<file path="src/rtl/debouncer_pkg.sv">
// Shared definitions for the level debouncer.
//
// Contents:
//   act_e      - per-edge action taken by the debouncer
//   tol_period - tolerance period T (in clocks) for a given counter width
package debouncer_pkg;

  // What one rising edge does to the state.
  typedef enum logic [1:0] {
    ActHold,   // input agrees with output: clear any pending change
    ActCount,  // input disagrees, threshold not yet reached
    ActFlip    // input disagreed for the T-th consecutive sample
  } act_e;

  // Tolerance period T = 2^width clocks.
  function automatic int unsigned tol_period(input int unsigned width);
    return 32'd1 << width;
  endfunction

endpackage

</file>
<file path="src/rtl/debouncer.sv">
// Level debouncer: o_output follows i_input only after i_input has disagreed with it for
// 2^p_CNT_WIDTH consecutive rising edges. Any agreeing sample aborts a pending change.
// No synchronizer inside: i_input must already be synchronous to i_clk.
//
// Parameters:
//   p_CNT_WIDTH  - stability counter width (>= 1); tolerance T = 2^p_CNT_WIDTH clocks
//   p_INIT_VALUE - output value after reset
//
// Ports:
//   i_clk    - clock, all state updates on the rising edge
//   i_rst    - asynchronous active-high reset
//   i_input  - raw level to debounce
//   o_output - debounced level, driven straight from a register
module debouncer
  import debouncer_pkg::*;
#(
  parameter int unsigned p_CNT_WIDTH  = 2,
  parameter logic        p_INIT_VALUE = 1'b0
) (
  input  logic i_clk,
  input  logic i_rst,
  input  logic i_input,
  output logic o_output
);

  localparam int unsigned T = tol_period(p_CNT_WIDTH);

  // Terminal count T-1 is all ones, so the counter can never wrap.
  localparam logic [p_CNT_WIDTH-1:0] TermCnt = p_CNT_WIDTH'(T - 1);

  logic                   out_q, out_d;
  logic [p_CNT_WIDTH-1:0] cnt_q, cnt_d;
  act_e                   act;

  // Classify this edge.
  always_comb begin
    act = ActHold;
    if (i_input != out_q) begin
      act = (cnt_q == TermCnt) ? ActFlip : ActCount;
    end
  end

  // Next-state.
  always_comb begin
    out_d = out_q;
    cnt_d = cnt_q;
    unique case (act)
      ActHold:  cnt_d = '0;
      ActCount: cnt_d = cnt_q + 1'b1;
      ActFlip: begin
        out_d = i_input;
        cnt_d = '0;
      end
      default:  cnt_d = '0;
    endcase
  end

  always_ff @(posedge i_clk or posedge i_rst) begin
    if (i_rst) begin
      out_q <= p_INIT_VALUE;
      cnt_q <= '0;
    end else begin
      out_q <= out_d;
      cnt_q <= cnt_d;
    end
  end

  assign o_output = out_q;

endmodule

</file>
<file path="config.mk">
export PLATFORM = sky130hd
export DESIGN_NAME = debouncer
export DESIGN_NICKNAME = d
export VERILOG_FILES = /design/src/rtl/debouncer_pkg.sv /design/src/rtl/debouncer.sv
export SDC_FILE = /design/constraint.sdc
export NUM_CORES = 1
export LEC_CHECK = 0
export ABC_CLOCK_PERIOD_IN_PS = 900
export CORE_AREA = 5 5 42 44
export CTS_BUF_LIST = sky130_fd_sc_hd__clkbuf_16
export DETAILED_ROUTE_END_ITERATION = 10
export DIE_AREA = 0 0 47 49
export DONT_BUFFER_PORTS = 1
export GPL_TIMING_DRIVEN = 0
export PLACE_DENSITY = 0.3
export SLEW_MARGIN = 20
export SYNTH_ARGS = -nofsm -noshare
export SYNTH_HDL_FRONTEND = slang
export SYNTH_SLANG_ARGS = --single-unit
</file>
<file path="constraint.sdc">
create_clock -name i_clk -period 0.9 [get_ports i_clk]
set_input_delay 0.09 -clock i_clk [delete_from_list [all_inputs] [get_ports i_clk]]
set_output_delay 0.09 -clock i_clk [all_outputs]
set_load 0.01 [all_outputs]
</file>
==> results of run 1 <==
-- cell type report --
cell class,instances,area share
clock buffers,3,0.2791
inverters,1,0.01395
multi-input cells,5,0.2465
well taps,16,0.07442
flip-flops and latches,3,0.2791
repair buffers,3,0.09302
clock inverters,1,0.01395
-- repair_timing --
item	4_1_cts	5_1_grt
hold buffers	1	0
cloned	0	0
setup endpoints to repair	1	3
setup buffers	0	2
pin swaps	0	2
endpoints found under the hold margin	3	0
resized for setup	1	0
-- cell usage after synthesis --
library cell | n | area (µm²)
mux2_2 | 1 | 11.26
ha_1 | 1 | 12.51
nor3_1 | 1 | 5.000
dfrtp_1 | 3 | 75.07
xnor2_1 | 1 | 8.760
inv_1 | 1 | 3.750
nor3b_2 | 1 | 12.51
-- power breakdown --
part / switching [mW] / total, mW / internal (mW)
clock: 0.114 / 0.686 / 0.572
sequential: 0.0677 / 0.263 / 0.195
combinational: 0.0598 / 0.201 / 0.141
-- per-layer routing --
metal | routed length, µm | global-route usage | part of all wire | vias up
li1 | - | - | - | 43
met1 | 99 | 0.02423 | 0.41 | 43
met2 | 115 | 0.03846 | 0.47 | 4
met3 | 29 | 0.02952 | 0.12 | 0
met4 | 0 | 0.02765 | 0 | 0
met5 | 0 | 0 | 0 | -
-- worst register-to-register path: cells and delay by family, from the launching register on --
| kind | cells | cell delay, ns |
|---|---|---|
| flops | 1 | 0.40 |
| fa+ha+maj | 1 | 0.19 |
| mux | 1 | 0.29 |
-- registers in the layout, summed over array words and instances (netlist names) --
signal / cells
o_output: 1
cnt_q: 2
-- how the worst max path moves through the flow --
stage / startpoint / slack (ns) / cells past startpoint / end
after floorplan: cnt_q[0] / -0.06 / 2 / o_output
after global placement: cnt_q[0] / -0.08 / 2 / o_output
after detailed placement: cnt_q[0] / -0.09 / 2 / o_output
after CTS: cnt_q[0] / -0.09 / 2 / o_output
after global routing: cnt_q[0] / -0.10 / 2 / o_output
final: cnt_q[0] / -0.09 / 2 / o_output
-- stage by stage --
| step | hold WS, ns | util |
|---|---|---|
| after global routing | 0.01246 | 0.1920 |
| final | 0.01519 | 0.1920 |
| after CTS | 0.01279 | 0.1813 |
| after global placement | -0.1457 | 0.1107 |
| after floorplan | -0.1564 | - |
| after detailed placement | -0.1423 | 0.1107 |
-- cells in the final DEF, fill, tap and decap left out --
| master | Yosys | final |
|---|---|---|
| nor3_1 | 1 | 1 |
| dfrtp_1 | 3 | 3 |
| dlygate4sd3_1 | 0 | 1 |
| ha_4 | 0 | 1 |
| mux2_4 | 0 | 1 |
| inv_1 | 1 | 2 |
| buf_4 | 0 | 2 |
| xnor2_1 | 1 | 1 |
| clkbuf_16 | 0 | 3 |
| nor3b_2 | 1 | 1 |
-- cells by family after synthesis --
kind of cell,Yosys count
XOR/XNOR,1
buffers and inverters,1
adder cells (fa/ha/maj),1
multiplexers,1
AND/OR/NAND/NOR,2
flip-flops,3
==> out/results.ini, run 1 <==
[worst_setup_path]
path_cells=ha_4 > mux2_4
rr_endpoint=o_output
reg2reg_from=cnt_q[0]
critPathArrivalTime_ns=1.09
critPathSlowestCell=dfrtp_1
worst_setup_path_start_kind=flop
cp-end-kind=flop
cpPeakStageDelay_ns=0.40
critPathKind=flop to flop
critical_path_buf_inv_count=0
r2r_cells=2
cp.required_ns=1.00
worstPathMaxFanout=3
crit_family=flip-flops
r2r_setup_slack_ns=-0.09

[placed_design]
port_buffers=0
placed_area_um2=155.1
dp_slack_ns=-0.08700
place_congestion=0.5919
dp.cells=25

[outcome]
outcome=finished with violations
violations=setup timing

[finish]
multiInputGateArea_um2=66.31
regArea_um2=75.07
final_nets=21
num-fill-cells=159
drive_gt1_frac=0.5000
final_area_um2=269.0
num_antenna_cells=0
fin_cells=32
area_growth_syn_to_layout_pct=108.7

[yosys]
yosysWarnings=0
synthCells=9
synthSimpleGateAreaFrac=0.1359
synth_area_per_cell_um2=14.32
synth_area_um2=128.9
synth_compound_area_frac=0
ys_types=7
ys_ff_latch=3
synth_top_family_by_area=simple AND/OR/NAND/NOR gates
synth-adder-area-share=0.09709
syn-num-nets=13
muxShareOfSynthArea=0.08738
synth_xor_area_frac=0.06796
synth.yosys.seq_area_share=0.5825

[route]
drt_iter0_markers=0
drc=0
vias_per_cell=2.813
drtPass1Iterations=1
drt_wl_total_um=244
avgRoutedWirePerCell_um=7.625
ant_nets=0
num_vias=90

[timing]
fin_ws_ns=-0.08560
setup_viol=2
slew_headroom=0.8506
max_slew.worst_pin.slew_ns=0.2225
hold_viol_final=0
fin_tns_setup_ns=-0.1083
period_minus_slack_ns=0.9856
finalCritPeriodShare=1.095
max_freq_mhz=1015
rsz0062_at_grt=yes
slew_violations=0
skew_ns=0.002664

[grt]
grt_start_max_net_pins=4
antenna_found_initial=0
first_global_vias=123
track_usage=0.02960
grt.overflow.total=0
grt_pass1_wl_um=448

[clocking]
cts_tree=yes
numCtsBuffers=3
path_clk_slew_ns=0.03
insertion_delay_ns=0.22
cts_sinks=3
cts_root_buf=clkbuf_16
htreeDepth=1
clockBufferDepth=2

[hold_path]
hold_start=i_input
hold_path_end=o_output
min_path_cells=1
hold_class=input pin to flop

[pwr]
power_density_nw_per_um2=4275
vdd_drop_max_mv=1.316
fin_total_pwr_mw=1.150
power.leakage_nw=0.1224

[floorplan]
die_h_um=49
ios=4
rows=14
start_util=0.09196
dieArea_um2=2303
core-area_um2=1401
fp.dieW_um=47

[run]
drv_cap=0

No activity file was read; power rests on OpenSTA's default activity.
==> run 2: changes to the inputs <==
Settings changed: ABC_AREA set to 1.
==> out/results.ini, run 2 <==
[clocking]
clockBufferDepth=2  ; unchanged
cts_tree=yes
numCtsBuffers=3  ; unchanged
htreeDepth=1  ; unchanged
insertion_delay_ns=0.22  ; about the same
cts_root_buf=clkbuf_16
cts_sinks=3  ; unchanged
path_clk_slew_ns=0.03  ; about the same

[timing]
slew_violations=0  ; unchanged
fin_tns_setup_ns=-0.05175  ; +0.05650 ns
slew_headroom=0.8529  ; +0.002255
hold_viol_final=0  ; unchanged
fin_ws_ns=-0.05175  ; +0.03385 ns
max_freq_mhz=1051  ; +3.6%
period_minus_slack_ns=0.9518  ; -0.03385 ns
skew_ns=0.0008418  ; -0.001822 ns
setup_viol=1  ; -1
rsz0062_at_grt=yes
max_slew.worst_pin.slew_ns=0.2207  ; -0.001784 ns
finalCritPeriodShare=1.058  ; -0.03761

[route]
ant_nets=0  ; unchanged
drt_iter0_markers=0  ; unchanged
drt_wl_total_um=357  ; +46%
num_vias=126  ; +40%
drc=0  ; unchanged
avgRoutedWirePerCell_um=8.925  ; +17%
vias_per_cell=3.150  ; +12%
drtPass1Iterations=1  ; unchanged

[hold_path]
hold_class=input pin to flop
min_path_cells=3  ; +2

[yosys]
synth_area_leader_cell=dfrtp_1
synth_area_per_cell_um2=8.758  ; -39%
synth.yosys.seq_area_share=0.5714  ; -0.01110
syn-num-nets=19  ; +6
async_flop_share=1.000  ; unchanged
ys.flop_type=dfrtp_1
netlist.area_leader.share=0.5714  ; -0.01110
ys_types=6  ; -1
ys_top_cells_by_count=5 x nand2_1, 3 x dfrtp_1, 3 x inv_1
synthCells=15  ; +6
synth_area_um2=131.4  ; +1.9%
ys_top_cells_by_area=dfrtp_1 57%, nand2_1 14%, ha_1 9.5%, inv_1 8.6%, nor3_1 7.6%
synth_edf_count=0  ; unchanged
synth_most_common_cell=nand2_1
yosysWarnings=0  ; unchanged
ys_ff_latch=3  ; unchanged

[worst_setup_path]
worstPathMaxFanout=2  ; -1
cpPeakStageDelay_ns=0.40  ; about the same
path_cells=ha_4 > inv_2 > nor3_2
critPathKind=flop to flop
critPathSlowestCell=dfrtp_1
cp-end-kind=flop
critPathArrivalTime_ns=1.09  ; about the same
worst_setup_path_start_kind=flop
cp.required_ns=1.04  ; +0.04 ns
r2r_cells=3  ; +1

[finish]
layout_common_cells=3 x nand2_2, 3 x clkbuf_16, 3 x dfrtp_1
num_antenna_cells=0  ; unchanged
fin_cells=40  ; +25%
drive_gt1_frac=0.6250  ; +0.1250
largest_register=cnt_q
final_area_um2=319.1  ; +19%
final_nets=29  ; +38%
regArea_um2=75.07  ; unchanged
largest_reg_flops=2  ; unchanged
area_growth_syn_to_layout_pct=142.9
multiInputGateArea_um2=83.83  ; +26%
num-fill-cells=156  ; -1.9%

[grt]
first_global_vias=139  ; +13%
grt_pass1_wl_um=545  ; +22%
grt_start_max_net_pins=5  ; +1
antenna_found_initial=0  ; unchanged
grt.overflow.total=0  ; unchanged
track_usage=0.04090  ; +0.01130

[floorplan]
core-area_um2=1401  ; unchanged
dieArea_um2=2303  ; unchanged
ios=4  ; unchanged
die_h_um=49  ; unchanged
rows=14  ; unchanged
start_util=0.09375  ; +0.001785
fp.dieW_um=47  ; unchanged

[placed_design]
place_congestion=0.5670  ; -4.2%
hpwl_um=183.8
dp_slack_ns=-0.03853  ; +0.04848 ns
port_buffers=0  ; unchanged
placed_area_um2=151.4  ; -2.4%
dp.cells=31  ; +24%

[run]
drv_cap=0  ; unchanged

[pwr]
power_density_nw_per_um2=4186  ; -2.1%
fin_total_pwr_mw=1.335  ; +16%
vdd_drop_max_mv=1.499  ; +14%
power.leakage_nw=0.1466  ; +20%

[outcome]
outcome=finished with violations
violations=setup timing

[run 2: logic make-up after synthesis]
family | Yosys count | synth area share
DFF | 3 | 0.5714
adders and majority gates | 1 | 0.09522
buffers and inverters | 3 | 0.08571
and+or+nand+nor | 8 | 0.2476
[run 2: final timing paths]
path / start / end / slack (ns)
max: cnt_q[0] / cnt_q[1] / -0.05
min: i_input / cnt_q[0] / 0.09
max reg2reg: cnt_q[0] / cnt_q[1] / -0.05
min reg2reg: o_output / o_output / 0.61
max in group asynchronous: i_rst / cnt_q[1] / 0.57
min in group asynchronous: i_rst / o_output / 0.19
[run 2: per-layer routing]
metal,wire (µm),vias to the layer above,GRT usage,share of wire
met4,0,0,0.01382,0
met1,140,58,0.04194,0.39
met5,0,-,0,0
met3,58,0,0.06642,0.16
li1,-,62,-,-
met2,158,6,0.04072,0.44
[run 2: through the flow]
| step | util | hold WS, ns |
|---|---|---|
| finish | 0.2277 | 0.09249 |
| global route | 0.2277 | 0.1018 |
| CTS | 0.2000 | 0.07308 |
| detailed placement | 0.1080 | -0.1359 |
| global placement | 0.1080 | -0.1433 |
| floorplan | - | -0.1564 |
[run 2: worst max-delay path, delay by kind of cell, from the launching register on]
kind,cells,cell delay [ns]
adders and majority gates,1,0.27
DFF,1,0.40
and+or+nand+nor,1,0.17
buffers and inverters,1,0.03
[run 2: timing repair]
| item | CTS | global route |
|---|---|---|
| setup endpoints to repair | 2 | 3 |
| hold buffers | 2 | 0 |
| resized for setup | 5 | 8 |
| buffers inserted | 2 | 1 |
| endpoints found under the hold margin | 4 | 0 |
| pin swaps | 3 | 3 |
[run 2: final cells by class]
cell class	count	share of cell area
multi-input combinational	9	0.2627
tap	16	0.06275
clock buffer	3	0.2353
sequential	3	0.2353
clock inverter	1	0.01176
inverter	3	0.03529
timing repair buffer	5	0.1569
[run 2: report_power, final]
part	switching, mW	internal, mW
combinational	0.160	0.218
clock	0.110	0.572
sequential	0.0788	0.197
